==> src/rtl/measurement_stream_unpacker.sv <==
// measurement_stream_unpacker
//
// Turns the 8-bit host byte stream from the input FIFO into one parallel
// syndrome word per measurement round for the decoder core. A start byte
// opens a session. A measurement-data header byte opens a block of
// GRID_WIDTH_U rounds. Each round arrives as BYTES_PER_ROUND little-endian
// bytes, and the padding bits above PU_PER_ROUND are dropped.
//
// Ports:
//   clk, reset     clock, synchronous active-high reset
//   in_data        byte from the input FIFO
//   in_valid       byte valid
//   in_ready       byte accepted when in_valid & in_ready (decoded from state only)
//   round_data     syndrome bits of one round, bit i*GRID_WIDTH_Z+j = PU (x=i, z=j)
//   round_index    round number within the block
//   round_last     high with the final round of a block
//   round_valid    round word valid
//   round_ready    consumer accepts the round
//   decode_start   one-cycle pulse when a start byte is accepted
//   header_error   one-cycle pulse when an unexpected byte is dropped
//   busy           high whenever the state is not IDLE
module measurement_stream_unpacker #(
  parameter int         GRID_WIDTH_X            = 4,
  parameter int         GRID_WIDTH_Z            = 1,
  parameter int         GRID_WIDTH_U            = 5,
  parameter logic [7:0] START_DECODING_MSG      = 8'h01,
  parameter logic [7:0] MEASUREMENT_DATA_HEADER = 8'h02,
  localparam int        PU_PER_ROUND            = GRID_WIDTH_X * GRID_WIDTH_Z,
  localparam int        BYTES_PER_ROUND         = (PU_PER_ROUND + 7) >> 3,
  localparam int        U_BITS                  = (GRID_WIDTH_U > 1) ? $clog2(GRID_WIDTH_U) : 1
) (
  input  logic                    clk,
  input  logic                    reset,
  input  logic [7:0]              in_data,
  input  logic                    in_valid,
  output logic                    in_ready,
  output logic [PU_PER_ROUND-1:0] round_data,
  output logic [U_BITS-1:0]       round_index,
  output logic                    round_last,
  output logic                    round_valid,
  input  logic                    round_ready,
  output logic                    decode_start,
  output logic                    header_error,
  output logic                    busy
);

  localparam int                 BC_BITS    = (BYTES_PER_ROUND > 1) ? $clog2(BYTES_PER_ROUND) : 1;
  localparam logic [BC_BITS-1:0] LAST_BYTE  = BC_BITS'(BYTES_PER_ROUND - 1);
  localparam logic [U_BITS-1:0]  LAST_ROUND = U_BITS'(GRID_WIDTH_U - 1);

  typedef enum logic [1:0] {IDLE, WAIT_HDR, COLLECT, PRESENT} state_t;

  state_t                  state, state_next;
  logic [BC_BITS-1:0]      byte_cnt;
  logic [U_BITS-1:0]       round_cnt;
  logic [PU_PER_ROUND-1:0] assembly, assembly_next;
  logic                    accept;
  logic                    start_block, load_round, advance_round;
  logic                    decode_start_next, header_error_next;

  assign in_ready    = (state != PRESENT);
  assign round_valid = (state == PRESENT);
  assign busy        = (state != IDLE);
  assign accept      = in_valid & in_ready;

  always_comb begin
    state_next        = state;
    decode_start_next = 1'b0;
    header_error_next = 1'b0;
    start_block       = 1'b0;
    load_round        = 1'b0;
    advance_round     = 1'b0;
    case (state)
      IDLE: begin
        if (accept) begin
          if (in_data == START_DECODING_MSG) begin
            state_next        = WAIT_HDR;
            decode_start_next = 1'b1;
          end else begin
            header_error_next = 1'b1;
          end
        end
      end
      WAIT_HDR: begin
        if (accept) begin
          if (in_data == MEASUREMENT_DATA_HEADER) begin
            start_block = 1'b1;
            state_next  = COLLECT;
          end else if (in_data == START_DECODING_MSG) begin
            decode_start_next = 1'b1;
          end else begin
            header_error_next = 1'b1;
          end
        end
      end
      COLLECT: begin
        // Header values are plain data here; only the byte count matters.
        if (accept && (byte_cnt == LAST_BYTE)) begin
          load_round = 1'b1;
          state_next = PRESENT;
        end
      end
      PRESENT: begin
        if (round_ready) begin
          advance_round = ~round_last;
          state_next    = round_last ? WAIT_HDR : COLLECT;
        end
      end
      default: state_next = IDLE;
    endcase
  end

  // Merge the incoming byte into its slot. Only PU_PER_ROUND bits are kept,
  // so padding bits of the final byte simply have nowhere to land.
  always_comb begin
    assembly_next = assembly;
    for (int i = 0; i < PU_PER_ROUND; i++) begin
      if (byte_cnt == BC_BITS'(i / 8)) begin
        assembly_next[i] = in_data[i % 8];
      end
    end
  end

  always_ff @(posedge clk) begin
    if (reset) begin
      state <= IDLE;
    end else begin
      state <= state_next;
    end
  end

  always_ff @(posedge clk) begin
    if (reset) begin
      byte_cnt     <= '0;
      round_cnt    <= '0;
      assembly     <= '0;
      round_data   <= '0;
      round_index  <= '0;
      round_last   <= 1'b0;
      decode_start <= 1'b0;
      header_error <= 1'b0;
    end else begin
      decode_start <= decode_start_next;
      header_error <= header_error_next;
      if (start_block) begin
        byte_cnt  <= '0;
        round_cnt <= '0;
      end
      if ((state == COLLECT) && accept) begin
        assembly <= assembly_next;
        byte_cnt <= load_round ? '0 : byte_cnt + 1'b1;
      end
      // The last byte goes straight to the output register with the rest.
      if (load_round) begin
        round_data  <= assembly_next;
        round_index <= round_cnt;
        round_last  <= (round_cnt == LAST_ROUND);
      end
      if (advance_round) begin
        round_cnt <= round_cnt + 1'b1;
      end
    end
  end

endmodule
==> config.mk <==
export PLATFORM = sky130hd
export DESIGN_NAME = measurement_stream_unpacker
export DESIGN_NICKNAME = d
export VERILOG_FILES = /design/src/rtl/measurement_stream_unpacker.sv
export SDC_FILE = /design/constraint.sdc
export NUM_CORES = 1
export LEC_CHECK = 0
export ABC_AREA = 1
export BUFFER_PORTS_ARGS = -buffer_cell sky130_fd_sc_hd__buf_2
export CORE_MARGIN = 2
export CORE_UTILIZATION = 40
export DETAILED_ROUTE_END_ITERATION = 7
export MAX_ROUTING_LAYER = met4
export PLACE_DENSITY = 0.72
export SETUP_SLACK_MARGIN = 0.4
export SYNTH_ARGS = -nofsm -noshare
export SYNTH_HDL_FRONTEND = slang
export SYNTH_SLANG_ARGS = --single-unit
==> constraint.sdc <==
create_clock -name clk -period 1.1 [get_ports clk]
set_input_delay 0.33 -clock clk [delete_from_list [all_inputs] [get_ports clk]]
set_output_delay 0.33 -clock clk [all_outputs]
set_load 0.01 [all_outputs]
==> impl_metrics.toml <==
[floorplan]
die_h_um = 48.9
pin_count = 25
start_util = 0.420
core_area_mm2 = 0.00192
die_w_um = 48.9
die_area_mm2 = 0.00239
row_count = 16

[finish]
multi_input_area_um2 = 509
fillers = 151
num_antenna_cells = 0
layout-drive-gt1-share = 0.701
syn2layout_area_growth_pct = 76.1
nNetsFinal = 179
register_area_um2 = 339

[clock_tree]
cts_max_path_buffers = 2
clkTransAtPathRegs_ns = 0.10
holdBufCountCts = 0
cts_sinks = 16
cts_tree = "done"
clk_latency_ns = 0.31
clock-root-buffer = "clkbuf_4"
cts_max_level = 1
numCtsBuffers = 3

[synth]
yosys_register_bits = 16
synth_cell_type_count = 20
syn_area_per_cell_um2 = 7.08
synth.area.top_cells = "dfxtp_1 (40%), inv_1 (8.8%), nand2_1 (8.4%)"
yosys_warnings = 0
synth_top_area_share = 0.397
ys_seq_area_frac = 0.397
synth_top_family_by_area = "simple AND/OR/NAND/NOR gates"
synth_edf_count = 0
yosys.area_share.simple = 0.274
synth-xor-area-share = 0
synthAdderAreaFrac = 0.0310
netlist_instances = 114
syn-cell-area_um2 = 807
async_flop_share = 0
synth.area.mux_share = 0
synthesis.nets = 128
post-synth-top-count-cell = "inv_1"
synthTopCellsByCount = "inv_1 (19), nand2_1 (18), nor2_1 (17), dfxtp_1 (16), a21oi_1 (10)"
synth_compound_area_frac = 0.164
synth_flop_cell = "dfxtp_1"
yosysTopAreaCell = "dfxtp_1"

[sta]
slew_headroom = 0.793
setup_viol = 17
drv_slew = 0
fin_worst_skew_ns = 0.00349
holdWs_ns = 0.306
period_share = 1.17
rsz0062_at_grt = "yes"
setup_tns_ns = -1.64
setup_ws_ns = -0.192
min_period_ns = 1.29
max_slew.worst_pin.slew_ns = 0.310
fmax_mhz = 774
hold_viol_final = 0

[drt]
drtIter0Drc = 15
via_per_inst = 4.80
ant_nets = 0
wl_per_cell_um = 12.9
num_vias = 917
dr.pass1.iters = 4
totalWireLength_um = 2470
drcViolationCount = 0

[global_routing]
grt_use_met3 = 0.0521
use_met1 = 0.223
grt_max_degree = 10
grtUsageMet2 = 0.349
grt_pass1_vias = 870
grt_usage = 0.205
antenna_found_initial = 0
overflow = 0
grt_first_pass_wirelength_um = 3680
busiest_layer = "met2"

[min_path]
hp-class = "input port to register"

[worst_setup_path]
end_kind = "primary output"
path_buf_inv = 2
worst-endpoint-arrival_ns = 0.96
crit_family = "flip-flops"
crit_slowest_cell = "dfxtp_4"
critical_path_class = "register to primary output"
crit_chain = "nor2_4 > inv_1 > buf_2"
slowest_delay_ns = 0.38
required_ns = 0.77
crit_fanout = 4
start_kind = "register"

[power]
p_leak_nw = 0.667
peakVddDrop_uv = 1140
power.density_mw_per_mm2 = 1560

[placed_design]
io_buffers = 24
place_hpwl_um = 1410
gp_congestion = 0.786

[outcome]
status = "finished with violations"
violations = "setup timing"

[job]
maxCapViolCount = 0
[sequential cells by signal (all words and copies together), names as in the netlist]
register      flops
byte_cnt          1
round_last        1
round_data        4
header_error      1
round_cnt         3
decode_start      1
state             2
round_index       3
[cell usage in the layout (no fill, tap or decap)]
cell	synthesis	final
a21oi_1	10	4
a21oi_2	2	7
a21oi_4	0	1
buf_2	1	14
buf_4	0	19
buf_6	1	15
clkbuf_4	0	3
clkbuf_8	0	1
clkinv_4	1	1
dfxtp_1	16	5
dfxtp_2	0	9
dfxtp_4	0	2
ha_1	2	2
inv_1	19	10
inv_12	0	1
inv_2	3	6
inv_4	0	3
inv_6	0	2
nand2_1	18	9
nand2_2	3	10
nand2_4	1	3
nand3_1	7	4
nand3_2	0	2
nand3_4	0	1
nand4_1	1	1
nor2_1	17	10
nor2_2	0	4
nor2_4	1	4
nor3b_2	0	1
o21ai_1	1	4
o21ai_2	4	6
[layer usage]
metal	part of all wire	vias to the layer above	wire, um
met5	0	-	0
met4	0.031	0	76
met3	0.035	9	87
met2	0.54	19	1340
met1	0.39	432	972
li1	-	457	-
[cells by family (layout without fill, tap and decap cells)]
family | count (synthesis) | in the layout
simple gates | 49 | 49
buf+inv | 25 | 75
compound gates | 22 | 22
flops | 16 | 16
fa+ha+maj | 2 | 2
[metrics by stage]
stage          area, um^2  cells  power (mW)   util  setup WS, ns
3_5_place_dp         1120    178        1.40  0.585        -0.188
6_report             1420    191        2.22  0.740        -0.192
5_1_grt              1420    191        2.33  0.740        -0.228
4_1_cts              1320    188        2.02  0.684        -0.173
2_1_floorplan         873    114        1.15      -        0.0672
3_3_place_gp         1120    178        1.38  0.585        -0.155
[area by class of cell]
| class | instances | share of cell area |
|---|---|---|
| multi-input cells | 73 | 0.358 |
| well taps | 27 | 0.0238 |
| repair buffers | 48 | 0.268 |
| clock buffers | 4 | 0.0255 |
| flip-flops and latches | 16 | 0.239 |
| inverters | 23 | 0.0854 |
[power by group]
group          switching [mW]  internal, mW  leakage [nW]
clock network           0.216         0.203        0.0210
logic                   0.524         0.499         0.510
registers              0.0903         0.683         0.136
[worst min-delay path: stages]
cell     delay [ns]
buf_2          0.11
o21ai_2        0.06
nor2_1         0.08
[path summary, 6_finish.rpt]
path,startpoint,to,slack [ns],cells after the start
worst max-delay path,state[0]$_SDFFE_PP0P_,busy,-0.19,3
worst min-delay path,in_data[1],round_data[1]$_SDFFE_PP0P_,0.31,3
worst max register to register,state[1]$_SDFFE_PP0P_,state[0]$_SDFFE_PP0P_,-0.12,7
worst min register to register,round_data[2]$_SDFFE_PP0P_,round_data[2]$_SDFFE_PP0P_,0.49,2
[what timing repair did]
item                                    CTS  global route
buffers inserted                          6             3
endpoints found under the setup margin   28            29
gates cloned                              0             0
resized for setup                        33            23
pin swaps                                 3             8
Note: power is estimated with default switching activity, not from simulation.
